**src/rtl/vending_pkg.sv**
```systemverilog
// Shared types and helpers for the parametrised vending controller.
//   state_t       : 2-bit FSM encoding (IDLE=0, CREDIT=1, VEND=2, CHANGE=3)
//   DEF_COIN_*    : default coin denominations
//   is_legal_coin : denomination membership test
package vending_pkg;

  typedef enum logic [1:0] {
    ST_IDLE   = 2'd0,
    ST_CREDIT = 2'd1,
    ST_VEND   = 2'd2,
    ST_CHANGE = 2'd3
  } state_t;

  localparam int unsigned DEF_COIN_A = 5;
  localparam int unsigned DEF_COIN_B = 10;
  localparam int unsigned DEF_COIN_C = 25;

  // True when val is one of the three accepted denominations.
  function automatic logic is_legal_coin(input int unsigned val,
                                         input int unsigned coin_a,
                                         input int unsigned coin_b,
                                         input int unsigned coin_c);
    return (val == coin_a) || (val == coin_b) || (val == coin_c);
  endfunction

endpackage

```
**src/rtl/vend_change_gen.sv**
```systemverilog
// Change dispenser: holds the remaining change, picks coins greedily and
// runs the chg_valid/chg_ready handshake towards the hopper.
//   load/amount : capture a new change amount (amount 0 issues nothing)
//   chg_valid   : change coin available (registered)
//   chg_coin    : COIN_B while remaining >= COIN_B, else COIN_A (registered)
//   chg_ready   : hopper accepts the coin
//   done_c      : the coin accepted this cycle is the last one
module vend_change_gen
  import vending_pkg::*;
#(
  parameter int unsigned CREDIT_W = 8,
  parameter int unsigned COIN_A   = DEF_COIN_A,
  parameter int unsigned COIN_B   = DEF_COIN_B
) (
  input  logic                clk,
  input  logic                rst,
  input  logic                load,
  input  logic [CREDIT_W-1:0] amount,
  output logic                chg_valid,
  output logic [CREDIT_W-1:0] chg_coin,
  input  logic                chg_ready,
  output logic                done_c
);

  localparam logic [CREDIT_W-1:0] COIN_A_V = CREDIT_W'(COIN_A);
  localparam logic [CREDIT_W-1:0] COIN_B_V = CREDIT_W'(COIN_B);

  logic [CREDIT_W-1:0] rem_r;
  logic [CREDIT_W-1:0] rem_after_c;
  logic                xfer_c;

  // Greedy pick; remaining change is always a multiple of COIN_A.
  function automatic logic [CREDIT_W-1:0] pick(input logic [CREDIT_W-1:0] v);
    return (v >= COIN_B_V) ? COIN_B_V : COIN_A_V;
  endfunction

  assign xfer_c      = chg_valid && chg_ready;
  assign rem_after_c = rem_r - chg_coin;
  assign done_c      = xfer_c && (rem_after_c == '0);

  // Remaining-change register and registered handshake outputs.
  always_ff @(posedge clk or posedge rst) begin
    if (rst) begin
      rem_r     <= '0;
      chg_valid <= 1'b0;
      chg_coin  <= '0;
    end else if (load) begin
      rem_r     <= amount;
      chg_valid <= (amount != '0);
      chg_coin  <= (amount != '0) ? pick(amount) : '0;
    end else if (xfer_c) begin
      rem_r <= rem_after_c;
      if (rem_after_c == '0) begin
        chg_valid <= 1'b0;
        chg_coin  <= '0;
      end else begin
        chg_coin <= pick(rem_after_c);
      end
    end
  end

endmodule

```
**src/rtl/vending_mcn_param.sv**
```systemverilog
// Parametrised coin-credit vending controller.
//   coin_valid/coin_val : coin strobe from the acceptor
//   cancel              : refund request (honoured in CREDIT only)
//   vend_valid/ready    : dispense handshake
//   chg_valid/coin/ready: change handshake (via vend_change_gen)
//   coin_reject         : one-cycle pulse after a refused coin
//   credit, state       : register outputs
module vending_mcn_param
  import vending_pkg::*;
#(
  parameter int unsigned CREDIT_W   = 8,
  parameter int unsigned COIN_A     = DEF_COIN_A,
  parameter int unsigned COIN_B     = DEF_COIN_B,
  parameter int unsigned COIN_C     = DEF_COIN_C,
  parameter int unsigned PRICE      = 15,
  parameter int unsigned MAX_CREDIT = 30
) (
  input  logic                clk,
  input  logic                rst,
  input  logic                coin_valid,
  input  logic [CREDIT_W-1:0] coin_val,
  input  logic                cancel,
  output logic                vend_valid,
  input  logic                vend_ready,
  output logic                chg_valid,
  output logic [CREDIT_W-1:0] chg_coin,
  input  logic                chg_ready,
  output logic                coin_reject,
  output logic [CREDIT_W-1:0] credit,
  output logic [1:0]          state
);

  // Parameter sanity; any violation aborts elaboration.
  if (COIN_A == 0 || COIN_B != 2 * COIN_A || (COIN_C % COIN_A) != 0 ||
      PRICE == 0 || (PRICE % COIN_A) != 0 || PRICE > MAX_CREDIT ||
      (MAX_CREDIT >> CREDIT_W) != 0) begin : g_param_err
    $fatal(1, "vending_mcn_param: illegal parameter combination");
  end

  localparam logic [CREDIT_W-1:0] PRICE_V = CREDIT_W'(PRICE);
  localparam logic [CREDIT_W:0]   MAX_V   = (CREDIT_W+1)'(MAX_CREDIT);

  state_t              state_r, state_n;
  logic [CREDIT_W-1:0] credit_r, credit_n;
  logic                vend_valid_r, vend_valid_n;
  logic                reject_r, reject_n;
  logic                load_c;
  logic [CREDIT_W-1:0] amount_c;
  logic                done_c;
  logic [CREDIT_W:0]   sum_c;
  logic                coin_ok_c;
  logic [CREDIT_W-1:0] vend_rem_c;

  // Sum kept one bit wider so an overflowing coin cannot wrap into range.
  assign sum_c      = {1'b0, credit_r} + {1'b0, coin_val};
  assign coin_ok_c  = is_legal_coin(32'(coin_val), COIN_A, COIN_B, COIN_C) &&
                      (sum_c <= MAX_V);
  assign vend_rem_c = credit_r - PRICE_V;

  // State and output registers.
  always_ff @(posedge clk or posedge rst) begin
    if (rst) begin
      state_r      <= ST_IDLE;
      credit_r     <= '0;
      vend_valid_r <= 1'b0;
      reject_r     <= 1'b0;
    end else begin
      state_r      <= state_n;
      credit_r     <= credit_n;
      vend_valid_r <= vend_valid_n;
      reject_r     <= reject_n;
    end
  end

  // Next-state, credit and change-load decode.
  always_comb begin
    state_n  = state_r;
    credit_n = credit_r;
    reject_n = 1'b0;
    load_c   = 1'b0;
    amount_c = credit_r;
    unique case (state_r)
      ST_IDLE, ST_CREDIT: begin
        if (state_r == ST_CREDIT && cancel) begin
          // Cancel beats a simultaneous coin; the coin is refused.
          state_n  = ST_CHANGE;
          load_c   = 1'b1;
          reject_n = coin_valid;
        end else if (coin_valid) begin
          if (coin_ok_c) begin
            credit_n = sum_c[CREDIT_W-1:0];
            state_n  = (sum_c[CREDIT_W-1:0] >= PRICE_V) ? ST_VEND : ST_CREDIT;
          end else begin
            reject_n = 1'b1;
          end
        end
      end
      ST_VEND: begin
        reject_n = coin_valid;
        if (vend_ready) begin
          credit_n = vend_rem_c;
          amount_c = vend_rem_c;
          if (vend_rem_c != '0) begin
            state_n = ST_CHANGE;
            load_c  = 1'b1;
          end else begin
            state_n = ST_IDLE;
          end
        end
      end
      ST_CHANGE: begin
        reject_n = coin_valid;
        if (chg_valid && chg_ready) begin
          credit_n = credit_r - chg_coin;
        end
        if (done_c) begin
          state_n = ST_IDLE;
        end
      end
      default: state_n = ST_IDLE;
    endcase
    vend_valid_n = (state_n == ST_VEND);
  end

  vend_change_gen #(
    .CREDIT_W (CREDIT_W),
    .COIN_A   (COIN_A),
    .COIN_B   (COIN_B)
  ) u_change (
    .clk       (clk),
    .rst       (rst),
    .load      (load_c),
    .amount    (amount_c),
    .chg_valid (chg_valid),
    .chg_coin  (chg_coin),
    .chg_ready (chg_ready),
    .done_c    (done_c)
  );

  assign vend_valid  = vend_valid_r;
  assign coin_reject = reject_r;
  assign credit      = credit_r;
  assign state       = state_r;

endmodule

```
**config.mk**
```make
export PLATFORM = sky130hd
export DESIGN_NAME = vending_mcn_param
export DESIGN_NICKNAME = d
export VERILOG_FILES = /design/src/rtl/vending_pkg.sv /design/src/rtl/vend_change_gen.sv /design/src/rtl/vending_mcn_param.sv
export SDC_FILE = /design/constraint.sdc
export NUM_CORES = 1
export LEC_CHECK = 0
export CAP_MARGIN = 20
export CORE_MARGIN = 2
export CORE_UTILIZATION = 51
export CTS_BUF_LIST = sky130_fd_sc_hd__clkbuf_4
export DETAILED_ROUTE_END_ITERATION = 16
export GPL_TIMING_DRIVEN = 1
export PLACE_DENSITY_LB_ADDON = 0.1
export SYNTH_ARGS = -nofsm -noshare
export SYNTH_HDL_FRONTEND = slang
export SYNTH_SLANG_ARGS = --single-unit
```
**constraint.sdc**
```tcl
create_clock -name clk -period 3.82 [get_ports clk]
set_input_delay 0.382 -clock clk [delete_from_list [all_inputs] [get_ports clk]]
set_output_delay 0.382 -clock clk [all_outputs]
set_load 0.03 [all_outputs]
```
==> out/results.ini <==
[die]
rows=25
core_um2=4690
die_h_um=73.6
io_pins=35
die-width_um=73.6
start_util_pct=52.6
dieArea_um2=5420

[cells_and_area]
antennaDiodeCount=0
fin_area_um2=2800
areaGrowthSynthToFinish_pct=13.2
layout.nets=366
drive_gt1_share_pct=4.83

[synth]
synth_common_cells=31 x nand2_1, 23 x dfrtp_1, 22 x nor2_1, 21 x a21oi_1, 18 x o21ai_0
yosysUniqueCellTypes=57
yosys_warnings=0
synth.top_cell.area_share_pct=23.3
synth_area_leaders=dfrtp_1 23%, ha_1 8.6%, xor2_1 5.0%
ys_seq_elements=23
synth_edf_count=0
yosysSeqAreaShare_pct=23.3
yosysTopAreaCell=dfrtp_1
synth_area_um2=2470
post-synth-top-count-cell=nand2_1
ys_dominant_reg_cell=dfrtp_1
ys_async_sr_fraction_pct=100
synth_cells=310
syn_avg_cell_area_um2=7.97

[timing]
hold_viol=0
setup_viol=0
max_freq_mhz=338
maxSlewHeadroom_pct=40.5
rsz0062_at_grt=false
tightest_slew_ns=0.891
tns_ns=0
maxSlewViolCount=0
fin_skew_ns=0.0109
post-route-period-util_pct=77.4
finalCriticalPeriod_ns=2.96

[placed_design]
placed_area_um2=2770
port_buffers=30
place.gp.congestion=0.818
dp_hpwl_mm=4.67

[grt]
grt.overflow.total=0
grt_util_all_layers_pct=23.6
grt_pass1_vias=2209
grt_max_degree=27
grt_pass1_wl_mm=10.1
grt_antenna_before_repair=0

[drt]
firstDrtPassIters=4
via_count=2306
ant_nets=0
drt_iter0_markers=103
drcViolationCount=0
wl_per_cell_um=15.5
routed_via_density=5.99
routed_wl_mm=5.95

[critical_path]
r2r-start=credit[1]$_DFFE_PP0P_
cp-end-kind=flip-flop
start_kind=flip-flop
crit_path_max_fanout=12
critPathLaunch=credit[1]$_DFFE_PP0P_
critical_path_class=flip-flop to flip-flop
arrival_ns=3.17
critPathRequiredTime_ns=4.03

[clock_tree]
postCtsHoldBufs=0
cts_tree=yes
post_cts_buffers=0
htree_levels=1
cts_root_buf=clkbuf_4
numCtsBuffers=3
cts_resized=0
clockBufferDepth=2
clock-sinks=23
clock_latency_ns=0.32
clkTransAtPathRegs_ns=0.14

[power_and_ir_drop]
power.density_nw_per_um2=914
p_leak_nw=1.18
ir_worst_vdd_v=0.000389

[worst_hold_path]
hp-class=primary input to asynchronous set/reset pin

[flow_run]
drv_cap=0

[run_status]
status=finished, final reports clean

-- routing by layer --
| layer | vias up | GRT usage, % | part of all wire [%] |
|---|---|---|---|
| met5 | - | 0 | 0 |
| met4 | 0 | 7.07 | 1.9 |
| met3 | 12 | 1.37 | 3.8 |
| met2 | 59 | 42.3 | 51 |
| met1 | 1075 | 30.5 | 44 |
| li1 | 1160 | - | - |
-- cell families (layout without fill, tap and decap cells) --
group | count (synthesis) | in the layout | share of synthesized area (%)
adder cells (fa/ha/maj) | 20 | 20 | 11.0
buffers and inverters | 37 | 55 | 7.14
XOR/XNOR | 23 | 23 | 8.16
AND/OR/NAND/NOR | 110 | 110 | 21.6
flip-flops | 23 | 23 | 23.3
multiplexers | 10 | 10 | 4.51
other | 1 | 4 | 0.152
AO/OA/AOI/OAI | 86 | 86 | 24.1
-- path summary, 6_finish.rpt --
kind / end / slack (ns) / cells past startpoint
max in group asynchronous: credit[3]$_DFFE_PP0P_ / 2.74 / 2
hold reg to reg: u_change.chg_valid$_DFFE_PP0P_ / 0.57 / 2
hold / removal: coin_reject$_DFF_PP0_ / 0.53 / 2
min in group clk: u_change.chg_valid$_DFFE_PP0P_ / 0.57 / 2
setup reg to reg: credit[0]$_DFFE_PP0P_ / 0.86 / 9
setup / recovery: credit[0]$_DFFE_PP0P_ / 0.86 / 9
-- registers in the layout, indices dropped and copies added, names as in the netlist --
register and count:
u_change.chg_valid 1, vend_valid 1, coin_reject 1, u_change.chg_coin 2
state 2, credit 8, u_change.rem_r 8
-- worst max-delay path: stages (launching register included) --
cell	delay, ns
dfrtp_1	0.66
inv_1	0.17
fa_1	0.45
nand2b_1	0.18
a211oi_1	0.24
o311ai_0	0.14
nand3_1	0.12
and4_1	0.33
a31o_4	0.25
mux2_4	0.31
-- placed cells by master, fill, tap and decap left out, types with 3 or more instances in the layout --
cell	instances
a211oi_1	6
a21oi_1	21
a31oi_1	3
a32o_1	4
buf_4	4
clkbuf_4	4
clkdlybuf4s50_1	30
conb_1	4
dfrtp_1	23
fa_1	3
ha_1	17
inv_1	17
mux2i_1	7
nand2_1	31
nand2b_1	8
nand3_1	16
nand3b_1	3
nor2_1	22
nor2b_1	4
nor3_1	10
nor4_1	5
o211ai_1	3
o21a_1	4
o21ai_0	18
o31ai_1	3
o32a_1	3
xnor2_1	9
xor2_1	14
-- stage by stage --
step	total power [W]	worst slack [ns]	utilization [%]	hold slack, ns	cells
floorplan	0.00196	1.01	-	0.384	313
detailed placement	0.00242	0.536	59.0	0.561	381
CTS	0.00255	0.861	59.6	0.575	385
global route	0.00280	0.662	59.6	0.609	385
finish	0.00256	0.864	59.6	0.532	385
global placement	0.00239	0.633	59.0	0.548	381
-- report_power, final --
part	switching (W)	internal, W	leakage (nW)
registers	0.000157	0.000354	0.265
clock network	0.0000791	0.0000479	0.0184
logic	0.00108	0.000834	0.893
total	0.00132	0.00124	1.18
-- cell type report --
type | instances | area [µm²]
flip-flops and latches | 23 | 576
well taps | 54 | 67.6
inverters | 17 | 63.8
fillers | 437 | 1900
clock buffers | 4 | 30.0
multi-input cells | 253 | 1730
repair buffers | 34 | 330
Note: power is estimated with default switching activity, not from simulation.
==> edit 1: new RTL, same flow settings <==
Reset style: synchronous (`rst`), changed in 2 clocked blocks.
--- a/src/rtl/vend_change_gen.sv
+++ b/src/rtl/vend_change_gen.sv
@@ -39,7 +39,7 @@
   assign done_c      = xfer_c && (rem_after_c == '0);
 
   // Remaining-change register and registered handshake outputs.
-  always_ff @(posedge clk or posedge rst) begin
+  always_ff @(posedge clk) begin
     if (rst) begin
       rem_r     <= '0;
       chg_valid <= 1'b0;
--- a/src/rtl/vending_mcn_param.sv
+++ b/src/rtl/vending_mcn_param.sv
@@ -58,7 +58,7 @@
   assign vend_rem_c = credit_r - PRICE_V;
 
   // State and output registers.
-  always_ff @(posedge clk or posedge rst) begin
+  always_ff @(posedge clk) begin
     if (rst) begin
       state_r      <= ST_IDLE;
       credit_r     <= '0;
Check against the original RTL: differs if rst is asserted again (counterexample within 4 cycles, from zero or initial values and one cycle with rst high); with rst held inactive, the same outputs for 10 cycles.
==> edit 1 against the unedited design <==
Area after synthesis rose by 4.7%. Highest routed layer unchanged. Cell area grew 4.5%. Sequential cell count is the same. Critical endpoint is now credit[6]. Critical path type unchanged. Wire length grew 12%. Worst setup slack worse by 250 ps.
Power is left out: it rests on default switching activity, and per cell area and clock period it moved more than threefold.
==> edit 1: results (changes against the unedited design) <==
Status
  – Run status: complete, no violations

Global routing
  – Total Routing Usage GR: 24.8% (+1.2 points)
  – Vias in the first global route: 2264 (+2.5%)
  – Largest net degree at the start of global routing: 34 (+26%)

Setup path
  – CP max stage cell: a211oi_1
  – Worst path arrival time: 3440 ps (+270 ps)
  – CP Max Fanout: 8 (-4)
  – Worst path top cell family by delay: compound AO/OA/AOI/OAI gates
  – CP max stage delay: 630 ps (-30 ps)

Min path
  – Worst hold path type: flip-flop to flip-flop

Place
  – Routability congestion estimate: 0.871 (+6.4%)
  – Hpwl dp: 5.03 mm (+7.6%)

Detailed routing
  – Vias post-DR: 2539 (+10%)
  – DRT Pass-1 Iters: 4 (unchanged)
  – DRT iter0 DRCs: 220 (+110%)
  – Drt wl/cell: 15.8 um (+2.0%)

Finish
  – Fraction of layout cells with a size suffix above 1: 8.19% (+3.4 points)
  – Fill cell count: 481 (+10%)
  – Final net count: 389 (+6.3%)

Clock tree
  – Clk buf depth: 2 (unchanged)
  – CTS clk-pin slew, worst paths: around 150 ps

Timing
  – Skew final: 14.0 ps (+3.08 ps)
  – Slew Limit Headroom: 34.1% (-6.5 points)

Synthesis
  – Asr flop ratio synth: 0% (-100 points)
  – Seq/Total Area, Yosys: 17.8% (-5.5 points)
  – Unique masters post-synth: 77 (+35%)
-- edit 1: changes by cell type in the layout (fill, tap and decap cells not counted), moves of 5 or more --
| cell | change |
|---|---|
| buf_4 | +5 |
| dfxtp_1 | +23 |
| a211oi_1 | +6 |
| nand2b_1 | -5 |
| nor2_1 | +6 |
| dfrtp_1 | -23 |
| o21ai_0 | -5 |
| mux2i_1 | -5 |
-- edit 1: final cells by class --
cell class | instances | area [sq um] | area share [%]
well taps | 67 | 83.8 | 2.87
multi-input cells | 272 | 1920 | 65.8
clock buffers | 3 | 22.5 | 0.771
repair buffers | 39 | 368 | 12.6
inverters | 16 | 60.1 | 2.06
flip-flops and latches | 23 | 460 | 15.8
clock inverters | 1 | 5.00 | 0.171
-- edit 1: per-stage QoR --
stage | setup slack, ps | std cells | area (sq um) | hold WS (ps) | util, %
finish | 614 | 421 | 2920 | 508 | 60.6
CTS | 688 | 421 | 2920 | 509 | 60.6
detailed placement | 351 | 417 | 2890 | 490 | 60.1
floorplan | 897 | 337 | 2600 | 460 | -
global route | 397 | 421 | 2920 | 536 | 60.6
global placement | 428 | 417 | 2890 | 482 | 60.1
-- edit 1: logic make-up after synthesis --
kind of cell,after synthesis,synth area share [%]
xor+xnor,20,6.77
buf+inv,42,8.32
compound gates,95,27.0
simple gates,130,28.2
fa+ha+maj,20,10.5
flops,23,17.8
mux,3,1.21
other cells,1,0.145
-- edit 1: worst reg2reg max path: stages (launching register included) --
cell and delay, ps:
dfxtp_1 540, ha_1 270, inv_1 70, fa_1 390, nand2b_1 210, a21o_1 170, a211oi_1 630, and4b_1 300
a22oi_2 110, or2_1 310, o32ai_1 120
-- edit 1: final timing paths --
check,startpoint,end,slack [ps],depth (start not counted)
setup / recovery,credit[0],credit[6],610,10
hold / removal,u_change.rem_r[2],u_change.rem_r[2],510,2
setup reg to reg,credit[0],credit[6],610,10
hold reg to reg,u_change.rem_r[2],u_change.rem_r[2],510,2
-- edit 1: metal layers --
| layer | part of all wire, % | global-route usage, % | wire length, um | vias up |
|---|---|---|---|---|
| met1 | 51 | 36.9 | 3360 | 1178 |
| li1 | - | - | - | 1264 |
| met2 | 42 | 37.7 | 2820 | 88 |
| met4 | 0.86 | 5.26 | 57 | 0 |
| met3 | 6.1 | 4.15 | 404 | 9 |
| met5 | 0 | 0 | 0 | - |
==> edit 2: new RTL, same flow settings <==
Without the edit above. Change the parameter `MAX_CREDIT` from 30 to 22.
--- a/src/rtl/vending_mcn_param.sv
+++ b/src/rtl/vending_mcn_param.sv
@@ -13,7 +13,7 @@
   parameter int unsigned COIN_B     = DEF_COIN_B,
   parameter int unsigned COIN_C     = DEF_COIN_C,
   parameter int unsigned PRICE      = 15,
-  parameter int unsigned MAX_CREDIT = 30
+  parameter int unsigned MAX_CREDIT = 22
 ) (
   input  logic                clk,
   input  logic                rst,
Function: changed (Yosys sat finds a counterexample within 4 cycles, from zero or initial values and one cycle with rst high).
==> edit 2 against the unedited design <==
Final cell count grew 5.5%. Sequential cell count stayed put. Synthesized cell count increased by 3.5%. Fmax shrank 1.4%. Die area rose by 2.4%. Cell area grew 2.5%. Sequential share of layout area shrank 0.49 points. Worst setup slack worse by 42 ps. Area after synthesis up 2.6%. Non-clock buffer count shrank 2. Wire length rose by 4.1%. Largest cell class unchanged. Highest routed layer unchanged.
Power is left out: it rests on default switching activity, and per cell area and clock period it moved more than threefold.
==> edit 2: results (changes against the unedited design) <==
Status
  – Run status: complete, no violations

Synthesis
  – Synth top cells by count: 30 x o21ai_0, 26 x nand2_1, 26 x nor2_1
  – Asr flop ratio synth: 100% (unchanged)
  – Warnings from Yosys: 0 (unchanged)
  – Seq/Total Area, Yosys: 22.7% (-0.59 points)
  – Synth area leaders: dfrtp_1 23%, ha_1 8.4%, o21ai_0 5.9%, xnor2_1 4.8%, a21oi_1 4.1%
  – Unique masters post-synth: 62 (+8.8%)

Detailed routing
  – DRT Pass-1 Iters: 4 (unchanged)
  – DRT iter0 DRCs: 84 (-18%)
  – Met2 routed WL: 3.20 mm (+5.9%)
  – Wl on met1: 2.67 mm (+2.8%)
  – Vias post-DR: 2381 (+3.3%)
  – Highest Signal Layer: met4
  – Drt wl/cell: 15.3 um (-1.3%)
  – DR WL met3: 232 um (+3.6%)

Min path
  – Worst hold path type: primary input to asynchronous set/reset pin

Clock tree
  – CTS Buf Count: 3 (unchanged)
  – CTS clk-pin slew, worst paths: 130 ps
  – H-tree depth: 1 (unchanged)
  – # resized after CTS: 0 (unchanged)
  – Clock root cell: clkbuf_4
  – Postcts setup bufs: 0 (unchanged)
  – Clk buf depth: 2 (unchanged)
  – Clk Latency, worst-skew pair: 320 ps (about the same)

Finish
  – Fraction of layout cells with a size suffix above 1: 5.31% (+0.48 points)
  – Flip-flop and latch area: 576 sq um (unchanged)
  – Inserted Diodes: 0 (unchanged)
  – Final net count: 374 (+2.2%)
  – Fill cell count: 453 (+3.7%)

Global routing
  – Antenna violations before repair: 0 (unchanged)
  – GRT met3 Usage: 1.76% (+0.39 points)
  – Largest net degree at the start of global routing: 28 (+3.7%)
  – First-pass GRT wire length: 10.6 mm (+4.0%)
  – Vias in the first global route: 2317 (+4.9%)
  – Met2 usage: 45.5% (+3.3 points)
  – Total Routing Usage GR: 24.5% (+0.89 points)
  – Grt met1 use: 30.4% (-0.052 points)

Place
  – Post-DP Area: 2840 sq um (+2.5%)
  – Hpwl dp: 4.88 mm (+4.4%)
  – # port buffers: 30 (unchanged)
  – Routability congestion estimate: 0.859 (+5.0%)

Setup path
  – Worst path arrival time: 3240 ps (+70 ps)
  – CP max stage delay: 520 ps (-140 ps)
  – CP max stage cell: dfrtp_1
  – CP Max Fanout: 9 (-3)

Timing
  – Final min period: 3000 ps (+42.4 ps)
  – Slew @ Worst Pin: 876 ps (-14.9 ps)
  – Skew final: 6.59 ps (-4.32 ps)
## edit 2: cell count changes after synthesis, moves of 5 or more
cell,delta
o21ai_0,+12
nand3_1,-8
xor2_1,-8
clkbuf_1,+5
nand2_1,-5
xnor2_1,+5
## edit 2: cells by family after synthesis
| group | count (synthesis) | synth area share, % |
|---|---|---|
| simple gates | 113 | 23.8 |
| compound gates | 103 | 27.1 |
| buf+inv | 36 | 6.52 |
| flops | 23 | 22.7 |
| fa+ha+maj | 20 | 10.8 |
| xor+xnor | 20 | 6.91 |
| mux | 5 | 2.02 |
| other cells | 1 | 0.148 |
## edit 2: worst paths after layout
path,startpoint,to,slack (ps),cells past startpoint
setup / recovery,credit[0],credit[2],820,9
hold / removal,rst,state[1],530,2
setup reg to reg,credit[0],credit[2],820,9
hold reg to reg,u_change.rem_r[2],u_change.rem_r[2],580,2
max in group asynchronous,rst,u_change.rem_r[2],2750,2
min in group clk,u_change.rem_r[2],u_change.rem_r[2],580,2
## edit 2: per-stage QoR
| stage | hold WS, ps | instances | worst slack (ps) | util [%] |
|---|---|---|---|---|
| after floorplan | 384 | 324 | 1020 | - |
| after global placement | 536 | 402 | 651 | 59.6 |
| after detailed placement | 549 | 402 | 524 | 59.6 |
| after CTS | 562 | 406 | 833 | 60.3 |
| after global routing | 614 | 406 | 571 | 60.3 |
| final | 527 | 406 | 822 | 60.3 |
## edit 2: cell type report
class	count	share of cell area, %
tap	67	2.93
timing repair buffer	32	11.0
clock buffer	4	1.05
multi-input combinational	265	63.0
inverter	15	1.97
sequential	23	20.1
## edit 2: worst max-delay path, delay by kind of cell, from the launching register on
family,cells,cell delay [ps]
compound gates,5,1390
flops,1,520
simple gates,2,250
fa+ha+maj,2,760
